[src/rtl/uart_serial_port.sv]
// Full-duplex 8N1 UART endpoint: independent byte transmitter and receiver
// sharing one clock, with a fixed integer number of clocks per serial bit.
module uart_serial_port #(
  parameter int CLKS_PER_BIT = 217
) (
  input  logic       clk_i,
  input  logic       rst_i,
  input  logic       tx_start_i,
  input  logic [7:0] tx_data_i,
  output logic       tx_active_o,
  output logic       tx_serial_o,
  output logic       tx_done_o,
  input  logic       rx_serial_i,
  output logic       rx_valid_o,
  output logic [7:0] rx_data_o
);

  localparam int CW = (CLKS_PER_BIT > 1) ? $clog2(CLKS_PER_BIT) : 1;
  localparam logic [CW-1:0] LAST = CW'(CLKS_PER_BIT - 1);
  localparam logic [CW-1:0] MID  = CW'((CLKS_PER_BIT - 1) / 2);

  typedef enum logic [1:0] {TX_IDLE, TX_START, TX_DATA, TX_STOP} txState_t;
  typedef enum logic [1:0] {RX_IDLE, RX_START, RX_DATA, RX_STOP} rxState_t;

  txState_t        txState_q;
  logic [CW-1:0]   txCnt_q;
  logic [2:0]      txBit_q;
  logic [7:0]      txByte_q;
  logic            txSerial_q;
  logic            txActive_q;
  logic            txDone_q;

  rxState_t        rxState_q;
  logic [1:0]      rxSync_q;
  logic [CW-1:0]   rxCnt_q;
  logic [2:0]      rxBit_q;
  logic [7:0]      rxShift_q;
  logic [7:0]      rxData_q;
  logic            rxValid_q;
  logic            rxFrameErr_q;
  logic            rxLine;

  assign tx_serial_o = txSerial_q;
  assign tx_active_o = txActive_q;
  assign tx_done_o   = txDone_q;
  assign rx_valid_o  = rxValid_q;
  assign rx_data_o   = rxData_q;
  assign rxLine      = rxSync_q[1];

  // Line level is registered so the serial pin never glitches between bits.
  always_ff @(posedge clk_i or posedge rst_i) begin
    if (rst_i) begin
      txState_q  <= TX_IDLE;
      txCnt_q    <= '0;
      txBit_q    <= '0;
      txByte_q   <= '0;
      txSerial_q <= 1'b1;
      txActive_q <= 1'b0;
      txDone_q   <= 1'b0;
    end else begin
      txDone_q <= 1'b0;
      case (txState_q)
        TX_IDLE: begin
          if (tx_start_i) begin
            txByte_q   <= tx_data_i;
            txSerial_q <= 1'b0;
            txActive_q <= 1'b1;
            txCnt_q    <= '0;
            txState_q  <= TX_START;
          end
        end
        TX_START: begin
          if (txCnt_q == LAST) begin
            txCnt_q    <= '0;
            txBit_q    <= '0;
            txSerial_q <= txByte_q[0];
            txState_q  <= TX_DATA;
          end else begin
            txCnt_q <= txCnt_q + 1'b1;
          end
        end
        TX_DATA: begin
          if (txCnt_q == LAST) begin
            txCnt_q <= '0;
            txBit_q <= txBit_q + 1'b1;
            if (txBit_q == 3'd7) begin
              txSerial_q <= 1'b1;
              txState_q  <= TX_STOP;
            end else begin
              txSerial_q <= txByte_q[txBit_q + 3'd1];
            end
          end else begin
            txCnt_q <= txCnt_q + 1'b1;
          end
        end
        TX_STOP: begin
          if (txCnt_q == LAST) begin
            txCnt_q    <= '0;
            txActive_q <= 1'b0;
            txDone_q   <= 1'b1;
            txState_q  <= TX_IDLE;
          end else begin
            txCnt_q <= txCnt_q + 1'b1;
          end
        end
        default: txState_q <= TX_IDLE;
      endcase
    end
  end

  // A low stop sample marks the frame bad; we then idle in STOP until the line recovers.
  always_ff @(posedge clk_i or posedge rst_i) begin
    if (rst_i) begin
      rxState_q    <= RX_IDLE;
      rxSync_q     <= 2'b11;
      rxCnt_q      <= '0;
      rxBit_q      <= '0;
      rxShift_q    <= '0;
      rxData_q     <= '0;
      rxValid_q    <= 1'b0;
      rxFrameErr_q <= 1'b0;
    end else begin
      rxSync_q  <= {rxSync_q[0], rx_serial_i};
      rxValid_q <= 1'b0;
      case (rxState_q)
        RX_IDLE: begin
          if (!rxLine) begin
            rxCnt_q   <= '0;
            rxState_q <= RX_START;
          end
        end
        RX_START: begin
          if (rxCnt_q == MID) begin
            rxCnt_q   <= '0;
            rxBit_q   <= '0;
            rxState_q <= rxLine ? RX_IDLE : RX_DATA;
          end else begin
            rxCnt_q <= rxCnt_q + 1'b1;
          end
        end
        RX_DATA: begin
          if (rxCnt_q == LAST) begin
            rxCnt_q   <= '0;
            rxShift_q <= {rxLine, rxShift_q[7:1]};
            rxBit_q   <= rxBit_q + 1'b1;
            if (rxBit_q == 3'd7) begin
              rxState_q <= RX_STOP;
            end
          end else begin
            rxCnt_q <= rxCnt_q + 1'b1;
          end
        end
        RX_STOP: begin
          if (rxCnt_q != LAST) begin
            rxCnt_q <= rxCnt_q + 1'b1;
          end else if (rxLine) begin
            if (!rxFrameErr_q) begin
              rxData_q  <= rxShift_q;
              rxValid_q <= 1'b1;
            end
            rxFrameErr_q <= 1'b0;
            rxCnt_q      <= '0;
            rxState_q    <= RX_IDLE;
          end else begin
            rxFrameErr_q <= 1'b1;
          end
        end
        default: rxState_q <= RX_IDLE;
      endcase
    end
  end

endmodule

[config.mk]
export PLATFORM = sky130hd
export DESIGN_NAME = uart_serial_port
export DESIGN_NICKNAME = d
export VERILOG_FILES = /design/src/rtl/uart_serial_port.sv
export SDC_FILE = /design/constraint.sdc
export NUM_CORES = 1
export LEC_CHECK = 0
export CELL_PAD_IN_SITES_DETAIL_PLACEMENT = 0
export CELL_PAD_IN_SITES_GLOBAL_PLACEMENT = 1
export CORE_AREA = 3 3 88 90
export DETAILED_ROUTE_END_ITERATION = 8
export DIE_AREA = 0 0 91 93
export PLACE_DENSITY_LB_ADDON = 0.1
export SLEW_MARGIN = 5
export SYNTH_ARGS = -nofsm -noshare
export SYNTH_HDL_FRONTEND = slang
export SYNTH_SLANG_ARGS = --single-unit
export TNS_END_PERCENT = 50
[constraint.sdc]
create_clock -name clk_i -period 1.7 [get_ports clk_i]
set_input_delay 0.34 -clock clk_i [delete_from_list [all_inputs] [get_ports clk_i]]
set_output_delay 0.34 -clock clk_i [all_outputs]
set_load 0.05 [all_outputs]
Word level (Yosys, flattened, before mapping)
Cells that the tools add are included.
- input port bits: 12
- logic and storage cells: 110
- output and inout port bits: 12
- register bits: 57
- reduce and logical (&&, ||, !) cells: 18
- bitwise logic cells: 2
- add/sub/neg operators: 4
- $lt $le $gt $ge: 1
- muxes and demuxes: 46
- eq/ne operators: 24
- operator list (operator ; count):
    8-bit two-way mux ; 7
    8-bit case mux with 4 select lines ; 1
    2-bit two-way mux ; 12
    2-bit != test (second input constant) ; 11
    8-bit by 1-bit adder with 8-bit output (second input constant) ; 2
    8-bit == test (second input constant) ; 2
    2-bit case mux with 4 select lines ; 2
    8-bit case mux with 2 select lines ; 1
    1-bit two-way mux ; 14
    3-bit two-way mux ; 4
    3-bit case mux with 2 select lines ; 2
    3-bit AND reduction ; 3
    2-bit == test (second input constant) ; 4
    8-bit by 7-bit == test with 1-bit output (second input constant) ; 1
    8-bit != test (second input constant) ; 1
    2-bit AND reduction ; 4
    4-bit AND reduction ; 2
    3-bit by 1-bit adder with 3-bit output (second input constant) ; 2
    3-bit == test (second input constant) ; 2
    6-bit AND reduction ; 1
    2-bit nonzero test ; 3
    5-bit AND reduction ; 1
    2-bit by 1-bit == test with 1-bit output (second input constant) ; 2
    2-bit zero test ; 2
    8 further kinds ; 9

Depth between registers and ports, before layout
Gate-level depths: netlist (run 1).
- depth in word-level cells: 6
- mapped depth: 7
- depth with buffers taken out: 6

Least setup slack after synthesis (run 1)
No wires, ideal clock.
- path type: reg2reg
- start: register txCnt_q[0]
- end: register txState_q[1]
- clock period less this slack: 1862 ps
- setup slack: -162 ps
- buffers on the path: 0
- data required time: 1572 ps
- arrival: 1734 ps
- setup time: 128 ps
- cell stages (with the launch flop): 7
- cells stage by stage: dfrtp_1 inv_1 ha_1 nand4_2 or3_4 a221oi_4 mux2_1
- word-level cells in the longest chain between the ends: 3
- elaborated cells between the ends (all ways): 5
- those cells by class: eq/ne (4); reduce/logical (1)
- ends and longest elaborated chain (element ; RTL line ; RTL):
    start: declaration ; 26 ; logic [CW-1:0] txCnt_q;
    start signal: assignment ; 79 ; txCnt_q <= txCnt_q + 1'b1;
    start signal: assignment ; 93 ; txCnt_q <= txCnt_q + 1'b1;
    start signal: assignment ; 103 ; txCnt_q <= txCnt_q + 1'b1;
    8-bit == test * ; 73, 83, 97 ;
    2-bit != test (no line) ; -- ;
    5-bit AND reduction (no line) * ; -- ;
    end signal: assignment ; 77 ; txState_q <= TX_DATA;
    end signal: assignment ; 88 ; txState_q <= TX_STOP;
    end signal: assignment ; 101 ; txState_q <= TX_IDLE;
    end: declaration ; 25 ; txState_t txState_q;
Mark *: on every way between the ends. The rest lies on a longest branch, timed or not.
A chain may end at the register's enable or synchronous reset.

Final worst setup path (run 1)
- start: register txState_q[0]
- end: register txState_q[1]
- word-level cells in the longest chain between the ends: 3
- elaborated cells between the ends (all ways): 11
- those cells by class: eq/ne (8); mux (1); reduce/logical (2)
- ends and longest elaborated chain (element ; RTL line ; RTL):
    start signal: assignment ; 53 ; txState_q <= TX_IDLE;
    start signal: assignment ; 69 ; txState_q <= TX_START;
    start signal: assignment ; 77 ;
    2-bit == test, or another cell as far along ; 62 ; case (txState_q)
    2-bit != test (no line) ; -- ;
    5-bit AND reduction (no line) ; -- ;
Parallel ways exist; a longest one is shown, timed or not.

==> metrics.txt, run 1 <==
status=complete, but fails checks; failing checks=setup timing; critical path cell sequence=buf_6, ha_4, or3_4, a221oi_4, mux2_4; Sw Ratio=22.5%; Initial Util=40.9%; startpoint types=register; row count=31; Inst Count DP=403; dpl cell area=0.00366 mm²; worst hold slack=0.267 ns; final worst-path cycle share=106%; Fmax=552 MHz; I/O Pins=24; post-synthesis sequential area ratio=49.0%; Slew HR=73.4%; Simple-Gate Fraction of Synth Area=14.4%; area grow syn2layout=38.8%; part of the power in the clock network=50.4%; core area=0.00714 mm²; die width=91 µm; largest net degree at the start of global routing=43; Slew @ Worst Pin=0.399 ns; DRT antenna net count=0; final setup TNS=-0.289 ns; most frequent cell after synthesis=dfrtp_1; Slew Limit Fails=0; Vias/cell=5.03; clock-pin slew on the worst setup and hold paths=0.08 ns; Filler Cells Inserted=643; Fin. Hold Viols=0; CTS Buffer Depth=2; Crit. Startpoint=txState_q[0]; slowest library cell on the worst path=dfrtp_1; hpwl dp=4.24 mm; Setup Viol. Count Final=6; nets=345; Post-Synth Adder-Cell Area=5.58%; P_sw=0.647 mW; number of global-route vias before repair=2180; RSZ-0062 raised after global routing=true; top post-synthesis cells by count=54 x dfrtp_1, 27 x mux2_2, 14 x inv_1; CP Class=reg2reg; Post-synth ARST share=100%; CTS buffer count=9; htree depth=3; global-route usage over all layers=15.2%; worst r2r src=txState_q[0]; Netlist Area Pre-Place=0.00292 mm²; Worst-Skew Late Latency=0.34 ns; Seq pwr share=47.4%; max_cap viols=0; clk sinks=57; first-pass GRT wire length=10.2 mm; LEAKAGE=1.87 nW; WP data required=1.92 ns; Die H=93 µm; GPL Wtd Cong=0.792; Comb power frac=2.2%; final core occ=56.7%; Int Pwr=2.23 mW; Distinct cells, synth=56; Post-synth EDFFs=0; main combinational cell family by area after synthesis=simple AND/OR/NAND/NOR gates; Buffers on Ports=23; WL per Instance=13.9 µm; PD cells=710 mW/mm²; Initial DRC Count=56; Max Clock Skew=0.00931 ns; non-filler cells in the finished layout=424; Mean Syn Cell Area=12.1 µm²; Worst VDD drop=507 µV; total number of vias=2131; DRC violations left=0; Synth top area share=46.3%; antenna cells=0; Die Area=0.00846 mm²; CTS tree=built; post-route minimum period=1.81 ns; Worst Path Arrival=2.03 ns; Gate Count Post-Synth=242; critical path's largest stage delay=0.42 ns; count of state elements after synthesis=57; Root Buffer=clkbuf_8; Synth Area in XOR/XNOR=0.901%; Final Cell Area=0.00405 mm²; Worst Setup End Kind=register; synth warn=0; layout cell share with drive strength beyond 1=45.2%; mux cell area share after synthesis=14.0%; leading area contributor after synthesis=dfrtp_1; grt ovf=0; first-pass iteration count of the detailed router=4; Compound-Gate Fraction of Synth Area=13.3%; initial antenna violation count=0; final WL=5.89 mm; ys flop type=dfrtp_1; Worst Hold Class=in2async; CP Max Fanout=3; fin worst setup slack=-0.110 ns; Mapped Nets=267; ranking of synthesized cells by area=dfrtp_1 46%, mux2_2 10%, ha_1 5.6%
## area by class of cell
class / count / area [µm²] / area share (%)
multi-input cells: 164 / 1570 / 38.8
flip-flops and latches: 57 / 1430 / 35.3
repair buffers: 74 / 641 / 15.8
clock buffers: 9 / 124 / 3.06
well taps: 99 / 124 / 3.06
clock inverters: 7 / 103 / 2.53
inverters: 14 / 56.3 / 1.39
## sequential cells by signal (all words and copies together) (netlist names), 3 cells and up, named ones only
signal and flops:
txCnt_q 8, rx_data_o 8, rxBit_q 3, rxCnt_q 8, txBit_q 3, txByte_q 8, rxShift_q 8
## final timing paths
check	slack (ns)	cells past startpoint	end
worst max register to register	-0.11	5	txState_q[1]
max in group asynchronous	0.91	3	rxSync_q[1]
worst min register to register	0.36	0	rxSync_q[1]
worst max-delay path	-0.11	5	txState_q[1]
worst min-delay path	0.27	2	txCnt_q[7]
min in group clk_i	0.36	0	rxSync_q[1]
## logic make-up (layout without fill, tap and decap cells)
family                   Yosys count  in the layout
AND/OR/NAND/NOR                   62             62
flip-flops                        57             57
AO/OA/AOI/OAI                     50             50
multiplexers                      36             36
buffers and inverters             21            104
adder cells (fa/ha/maj)           13             13
XOR/XNOR                           3              3
## worst max-delay path: cells and delay by family (launching register included)
| family | cells | cell delay, ns |
|---|---|---|
| AO/OA/AOI/OAI | 1 | 0.30 |
| multiplexers | 1 | 0.32 |
| adder cells (fa/ha/maj) | 1 | 0.15 |
| buffers and inverters | 1 | 0.14 |
| AND/OR/NAND/NOR | 1 | 0.37 |
| flip-flops | 1 | 0.42 |
## power groups by stage
stage / registers [mW] / clock network, mW / logic (mW)
global route: 1.36 / 1.55 / 0.0737
global placement: 1.39 / 0 / 0.0676
detailed placement: 1.39 / 0 / 0.0675
CTS: 1.36 / 1.49 / 0.0676
floorplan: 1.39 / 0 / 0.0222
finish: 1.36 / 1.45 / 0.0636
## layer usage
metal	global-route usage [%]	wire length, µm	share of wire [%]
met5	0	0	0
met4	6.66	82	1.4
met3	4.26	166	2.8
met2	23.2	2830	48
met1	20.2	2810	48
## stage by stage
step / setup WS (ns) / power (mW)
after floorplan: -0.0408 / 1.41
after global placement: -0.0950 / 1.46
after detailed placement: -0.0930 / 1.46
after CTS: -0.0895 / 2.92
after global routing: -0.162 / 2.98
final: -0.110 / 2.87
## cells in the final DEF, fill, tap and decap left out, drive strengths merged, types with 3 or more instances in the layout
master         synthesis  layout
a211oi                 3       3
a21o                   4       4
a21oi                 11      11
a221o                  5       5
a22o                   5       5
and2                   5       5
buf                    4      63
clkbuf                 3       9
clkdlybuf4s50          0      11
clkinv                 0       3
dfrtp                 54      54
dfstp                  3       3
ha                    13      13
inv                   14      14
mux2                  28      28
mux2i                  7       7
nand2                 14      14
nand2b                 3       3
nand3                  7       7
nand4b                 3       3
nor2                   6       6
nor2b                  3       3
nor3                   6       6
nor4                   3       3
o21ai                  8       8
or2                    3       3
## timing repair
| item | CTS | global route |
|---|---|---|
| hold buffers | 0 | 0 |
| resized for setup | 7 | 23 |
| setup buffers | 2 | 3 |
| endpoints found under the setup margin | 23 | 42 |
| pin swaps | 9 | 10 |
| cloned | 0 | 0 |
Note: power is estimated with default switching activity, not from simulation.
==> inputs of run 2 (changes only) <==
- SETUP_SLACK_MARGIN: default -> 0.2
==> metrics.txt, run 2 (synthesis results as in run 1) <==
Worst-Skew Late Latency=0.34 ns (about the same); row count=31 (unchanged); Fin. Hold Viols=0 (unchanged); largest net degree at the start of global routing=58 (was 43); CP Class=reg2reg (unchanged); Seq pwr share=47.3% (was 47.4%); Setup Viol. Count Final=18 (was 6); DRT antenna net count=0 (unchanged); first-pass iteration count of the detailed router=4 (unchanged); Slew Limit Fails=0 (unchanged); RSZ-0062 raised after global routing=true (unchanged); CTS buffer count=9 (unchanged); Initial DRC Count=93 (was 56); Comb power frac=2.1% (was 2.2%); FF-to-FF setup slack=-0.10 ns (was -0.11 ns); Slew @ Worst Pin=0.374 ns (was 0.399 ns); die width=91 µm (unchanged); Fmax=554 MHz (was 552 MHz); Buffers on Ports=23 (unchanged); most frequent cells in the layout=58 x buf_4, 53 x dfrtp_1, 16 x mux2_2 (was 57 x buf_4, 54 x dfrtp_1, 20 x mux2_2); clock-pin slew on the worst setup and hold paths=0.07 ns (was 0.08 ns); max_cap viols=0 (unchanged); hpwl dp=4.14 mm (was 4.24 mm); clk sinks=57 (unchanged); global-route usage over all layers=16.4% (was 15.2%); nets=355 (was 345); CP Max Fanout=5 (was 3); Worst Hold Class=reg2reg (was in2async); WL per Instance=14.7 µm (was 13.9 µm); I/O Pins=24 (unchanged); FF+latch area=0.00143 mm² (about the same); Top Family by Delay on Critical Path=buffers and inverters (was flip-flops); post-route minimum period=1.80 ns (was 1.81 ns); layout cell share with drive strength beyond 1=51.3% (was 45.2%); Filler Cells Inserted=605 (was 643); startpoint types=register (unchanged); first-pass GRT wire length=11.1 mm (was 10.2 mm); total number of vias=2241 (was 2131); part of the power in the clock network=50.6% (was 50.4%); GPL Wtd Cong=0.753 (was 0.792); Die Area=0.00846 mm² (unchanged); WP data required=1.92 ns (about the same); fin worst setup slack=-0.103 ns (was -0.110 ns); multi-input combinational cell area=0.00167 mm² (was 0.00157 mm²); critical path's largest stage delay=0.40 ns (was 0.42 ns); Slew HR=75.0% (was 73.4%); LEAKAGE=2.00 nW (was 1.87 nW); CTS tree=built (unchanged); number of global-route vias before repair=2288 (was 2180); failing checks=setup timing (unchanged); slowest library cell on the worst path=dfrtp_1 (unchanged); grt ovf=0 (unchanged); CTS Buffer Depth=2 (unchanged); status=complete, but fails checks (unchanged); Worst Path Arrival=2.02 ns (was 2.03 ns); DRC violations left=0 (unchanged); Die H=93 µm (unchanged); core area=0.00714 mm² (unchanged); Root Buffer=clkbuf_8 (unchanged); PD cells=675 mW/mm² (was 710 mW/mm²); area grow syn2layout=46.5% (was 38.8%); final WL=6.39 mm (was 5.89 mm); Worst Setup End Kind=register (unchanged); Initial Util=40.9% (unchanged); antenna cells=0 (unchanged); Max Clock Skew=0.0103 ns (was 0.00931 ns); final worst-path cycle share=106% (about the same); initial antenna violation count=0 (unchanged); Vias/cell=5.16 (was 5.03); Int Pwr=2.22 mW (was 2.23 mW); P_sw=0.659 mW (was 0.647 mW); Worst VDD drop=698 µV (was 507 µV); dpl ws=-0.0822 ns (was -0.0930 ns); commonest non-fill, non-tap cell in the layout=buf_4 (unchanged); Sw Ratio=22.8% (was 22.5%); final core occ=59.9% (was 56.7%); worst path buffer plus inverter count=4 (was 1); critical path cell sequence=inv_2, ha_4, nand4b_4, buf_6, nor4_4, buf_4, clkbuf_16, mux2_4 (was buf_6, ha_4, or3_4, a221oi_4, mux2_4); htree depth=3 (unchanged)
## run 2: changes by cell type in the layout (fill, tap and decap cells not counted), sizes merged
cell / before / now
clkbuf: 9 / 10
buf: 63 / 72
## run 2: per-stage QoR
stage                     TNS [ns]  area [µm²]  cells  power, mW  hold slack (ns)
after detailed placement     -1.04        3690    406       1.45            0.350
after global routing         -3.14        4270    434       3.00            0.361
after CTS                   -0.725        4190    428       2.92            0.360
after global placement      -0.607        3690    406       1.45            0.347
after floorplan             -0.287        2980    242       1.41            0.344
final                        -1.11        4270    434       2.88            0.357
## run 2: per-layer routing
layer | GRT usage (%) | routed length [µm] | up-vias
met5 | 0 | 0 | -
met4 | 7.41 | 97 | 0
met3 | 3.54 | 213 | 10
met2 | 26.4 | 3190 | 48
met1 | 21.4 | 2900 | 1119
li1 | - | - | 1064
## run 2: cell type report
cell class                      count  share of cell area [%]
Multi-Input combinational cell    164                    39.1
Timing Repair Buffer               84                    17.9
Inverter                           14                    1.32
Tap cell                           99                    2.90
Clock buffer                        9                    2.90
Clock inverter                      7                    2.40
Sequential cell                    57                    33.5
## run 2: final timing paths
check,start,endpoint,cells past startpoint
max,rxCnt_q[0],rxShift_q[7],8
min,rxSync_q[0],rxSync_q[1],0
max reg2reg,rxCnt_q[0],rxShift_q[7],8
min reg2reg,rxSync_q[0],rxSync_q[1],0
max in group asynchronous,rst_i,rxSync_q[1],3
min in group asynchronous,rst_i,rx_data_o[1],3
## run 2: worst reg2reg max path, delay by kind of cell, from the launching register on
family | cells | cell delay (ns)
buffers and inverters | 4 | 0.57
AND/OR/NAND/NOR | 2 | 0.28
multiplexers | 1 | 0.29
flip-flops | 1 | 0.40
adder cells (fa/ha/maj) | 1 | 0.14
## run 2: power by group through the flow
stage	clock [mW]	combinational (mW)	sequential, mW
after floorplan	0	0.0222	1.39
after global placement	0	0.0641	1.39
after detailed placement	0	0.0637	1.39
after CTS	1.49	0.0643	1.36
after global routing	1.57	0.0693	1.36
final	1.46	0.0610	1.36
## run 2: repair_timing
item	in CTS	in global routing
cloned	0	1
gates resized for setup	56	5
hold buffers	0	0
pin swaps	34	15
buffers inserted	6	5
setup endpoints to repair	46	55
==> inputs of run 3 (changes only) <==
- SKIP_CTS_REPAIR_TIMING: default -> 1
==> metrics.txt, run 3 (synthesis results as in run 1) <==
largest net degree at the start of global routing=58 (unchanged); Worst Path Arrival=2.03 ns (was 2.02 ns); Setup Viol. Count Final=20 (was 18); first-pass iteration count of the detailed router=4 (unchanged); DRT antenna net count=0 (unchanged); commonest non-fill, non-tap cell in the layout=buf_4 (unchanged); WP data required=1.92 ns (about the same); dpl ws=-0.0822 ns (unchanged); Buffers on Ports=23 (unchanged); htree depth=3 (unchanged); Fin. Hold Viols=0 (unchanged); first-pass GRT wire length=10.3 mm (was 11.1 mm); Int Pwr=2.22 mW (about the same); GPL Wtd Cong=0.753 (unchanged); Slew @ Worst Pin=0.412 ns (was 0.374 ns); global-route usage over all layers=15.3% (was 16.4%); CTS Buffer Depth=2 (unchanged); CTS buffer count=9 (unchanged); die width=91 µm (unchanged); final worst-path cycle share=107% (was 106%); Max Clock Skew=0.0111 ns (was 0.0103 ns); worst r2r src=rxCnt_q[1] (was rxCnt_q[0]); post-route total power=2.88 mW (about the same); most frequent cells in the layout=56 x buf_4, 54 x dfrtp_1, 19 x mux2_2 (was 58 x buf_4, 53 x dfrtp_1, 16 x mux2_2); Worst Hold Class=reg2reg (unchanged); grt peak-use layer=met2 (unchanged); R2R cell count=9 (was 8); M2 GR Usage=23.5% (was 26.4%); Die Area=0.00846 mm² (unchanged); fin worst setup slack=-0.113 ns (was -0.103 ns); CP Class=reg2reg (unchanged); Worst-Skew Late Latency=0.34 ns (about the same); RSZ-0062 raised after global routing=true (unchanged); RR Endpoint=rxBit_q[0] (was rxShift_q[7]); total number of vias=2187 (was 2241); slowest library cell on the worst path=dfrtp_1 (unchanged); Initial Util=40.9% (unchanged); multi-input combinational cell area=0.00159 mm² (was 0.00167 mm²); Inst Count DP=406 (unchanged); PD cells=699 mW/mm² (was 675 mW/mm²); number of global-route vias before repair=2161 (was 2288); clk sinks=57 (unchanged); initial antenna violation count=0 (unchanged); critical path cell sequence=inv_2, ha_4, nand4b_4, buf_6, nor4_4, buf_4, buf_12, a21oi_1, mux2_2 (was inv_2, ha_4, nand4b_4, buf_6, nor4_4, buf_4, clkbuf_16, mux2_4); FF-to-FF setup slack=-0.11 ns (was -0.10 ns); Sw Ratio=22.8% (about the same); met3 Usage GRT=3.62% (was 3.54%); Fmax=552 MHz (was 554 MHz); Die H=93 µm (unchanged); critical path's largest stage delay=0.39 ns (was 0.40 ns); grt ovf=0 (unchanged); max_cap viols=0 (unchanged); layout cell share with drive strength beyond 1=47.9% (was 51.3%); part of the power in the clock network=50.6% (about the same); Final Cell Area=0.00412 mm² (was 0.00427 mm²); DRC violations left=0 (unchanged); Filler Cells Inserted=616 (was 605); dpl cell area=0.00369 mm² (unchanged); Seq pwr share=47.3% (about the same); met1 usage=20.1% (was 21.4%); nets=348 (was 355); failing checks=setup timing (unchanged); area grow syn2layout=41.3% (was 46.5%); Worst Setup End Kind=register (unchanged); P_sw=0.656 mW (was 0.659 mW); FF+latch area=0.00143 mm² (about the same); LEAKAGE=1.95 nW (was 2.00 nW); final setup TNS=-1.33 ns (was -1.11 ns); WL per Instance=14.6 µm (was 14.7 µm); non-filler cells in the finished layout=427 (was 434); startpoint types=register (unchanged); hold_sp=rxSync_q[0] (unchanged); Worst VDD drop=692 µV (was 698 µV); worst hold slack=0.357 ns (about the same); Root Buffer=clkbuf_8 (unchanged); hpwl dp=4.14 mm (unchanged); post-route minimum period=1.81 ns (was 1.80 ns); antenna cells=0 (unchanged); core area=0.00714 mm² (unchanged); row count=31 (unchanged); CTS tree=built (unchanged); Vias/cell=5.12 (was 5.16); Initial DRC Count=92 (was 93); Comb power frac=2.1% (about the same); Slew Limit Fails=0 (unchanged); Slew HR=72.5% (was 75.0%); I/O Pins=24 (unchanged); status=complete, but fails checks (unchanged); clock-pin slew on the worst setup and hold paths=0.07 ns (about the same); final core occ=57.7% (was 59.9%); Hold Path Depth=0 (unchanged); CP Max Fanout=5 (unchanged); hold endpoint=rxSync_q[1] (unchanged); final WL=6.22 mm (was 6.39 mm)
run 3: changes by cell type in the layout (fill, tap and decap cells not counted), sizes merged:
cell / previous run / this run
buf: 72 / 65
run 3: power by group through the flow:
stage               combinational, mW  clock [mW]  sequential, mW
floorplan                      0.0222           0            1.39
global placement               0.0641           0            1.39
detailed placement             0.0637           0            1.39
CTS                            0.0638        1.49            1.36
global route                   0.0692        1.57            1.36
finish                         0.0610        1.46            1.36
run 3: final cells by class:
cell class | instances | area share [%]
repair buffers | 77 | 16.8
clock inverters | 7 | 2.49
flip-flops and latches | 57 | 34.7
inverters | 14 | 1.37
clock buffers | 9 | 3.01
well taps | 99 | 3.01
multi-input cells | 164 | 38.6
run 3: worst max path at each step:
| stage | start | end | slack [ns] | cells after the start |
|---|---|---|---|---|
| 2_1_floorplan | txState_q[0] | txState_q[1] | -0.04 | 5 |
| 3_3_place_gp | txState_q[0] | txState_q[1] | -0.07 | 5 |
| 3_5_place_dp | txState_q[0] | txState_q[1] | -0.08 | 5 |
| 4_1_cts | txState_q[0] | txState_q[1] | -0.1 | 5 |
| 5_1_grt | txCnt_q[0] | txState_q[1] | -0.18 | 6 |
| 6_report | rxCnt_q[1] | rxBit_q[0] | -0.11 | 9 |
run 3: routing by layer:
metal | share of wire (%) | vias up
met5 | 0 | -
met4 | 0.95 | 0
li1 | - | 1054
met2 | 49 | 35
met1 | 47 | 1094
met3 | 3.4 | 4
run 3: worst max-delay path, delay by kind of cell (launching register included):
family / cells / cell delay [ns]
buffers and inverters: 4 / 0.54
DFF: 1 / 0.39
and+or+nand+nor: 2 / 0.30
muxes: 1 / 0.26
adders and majority gates: 1 / 0.15
AOI/OAI and AO/OA: 1 / 0.05
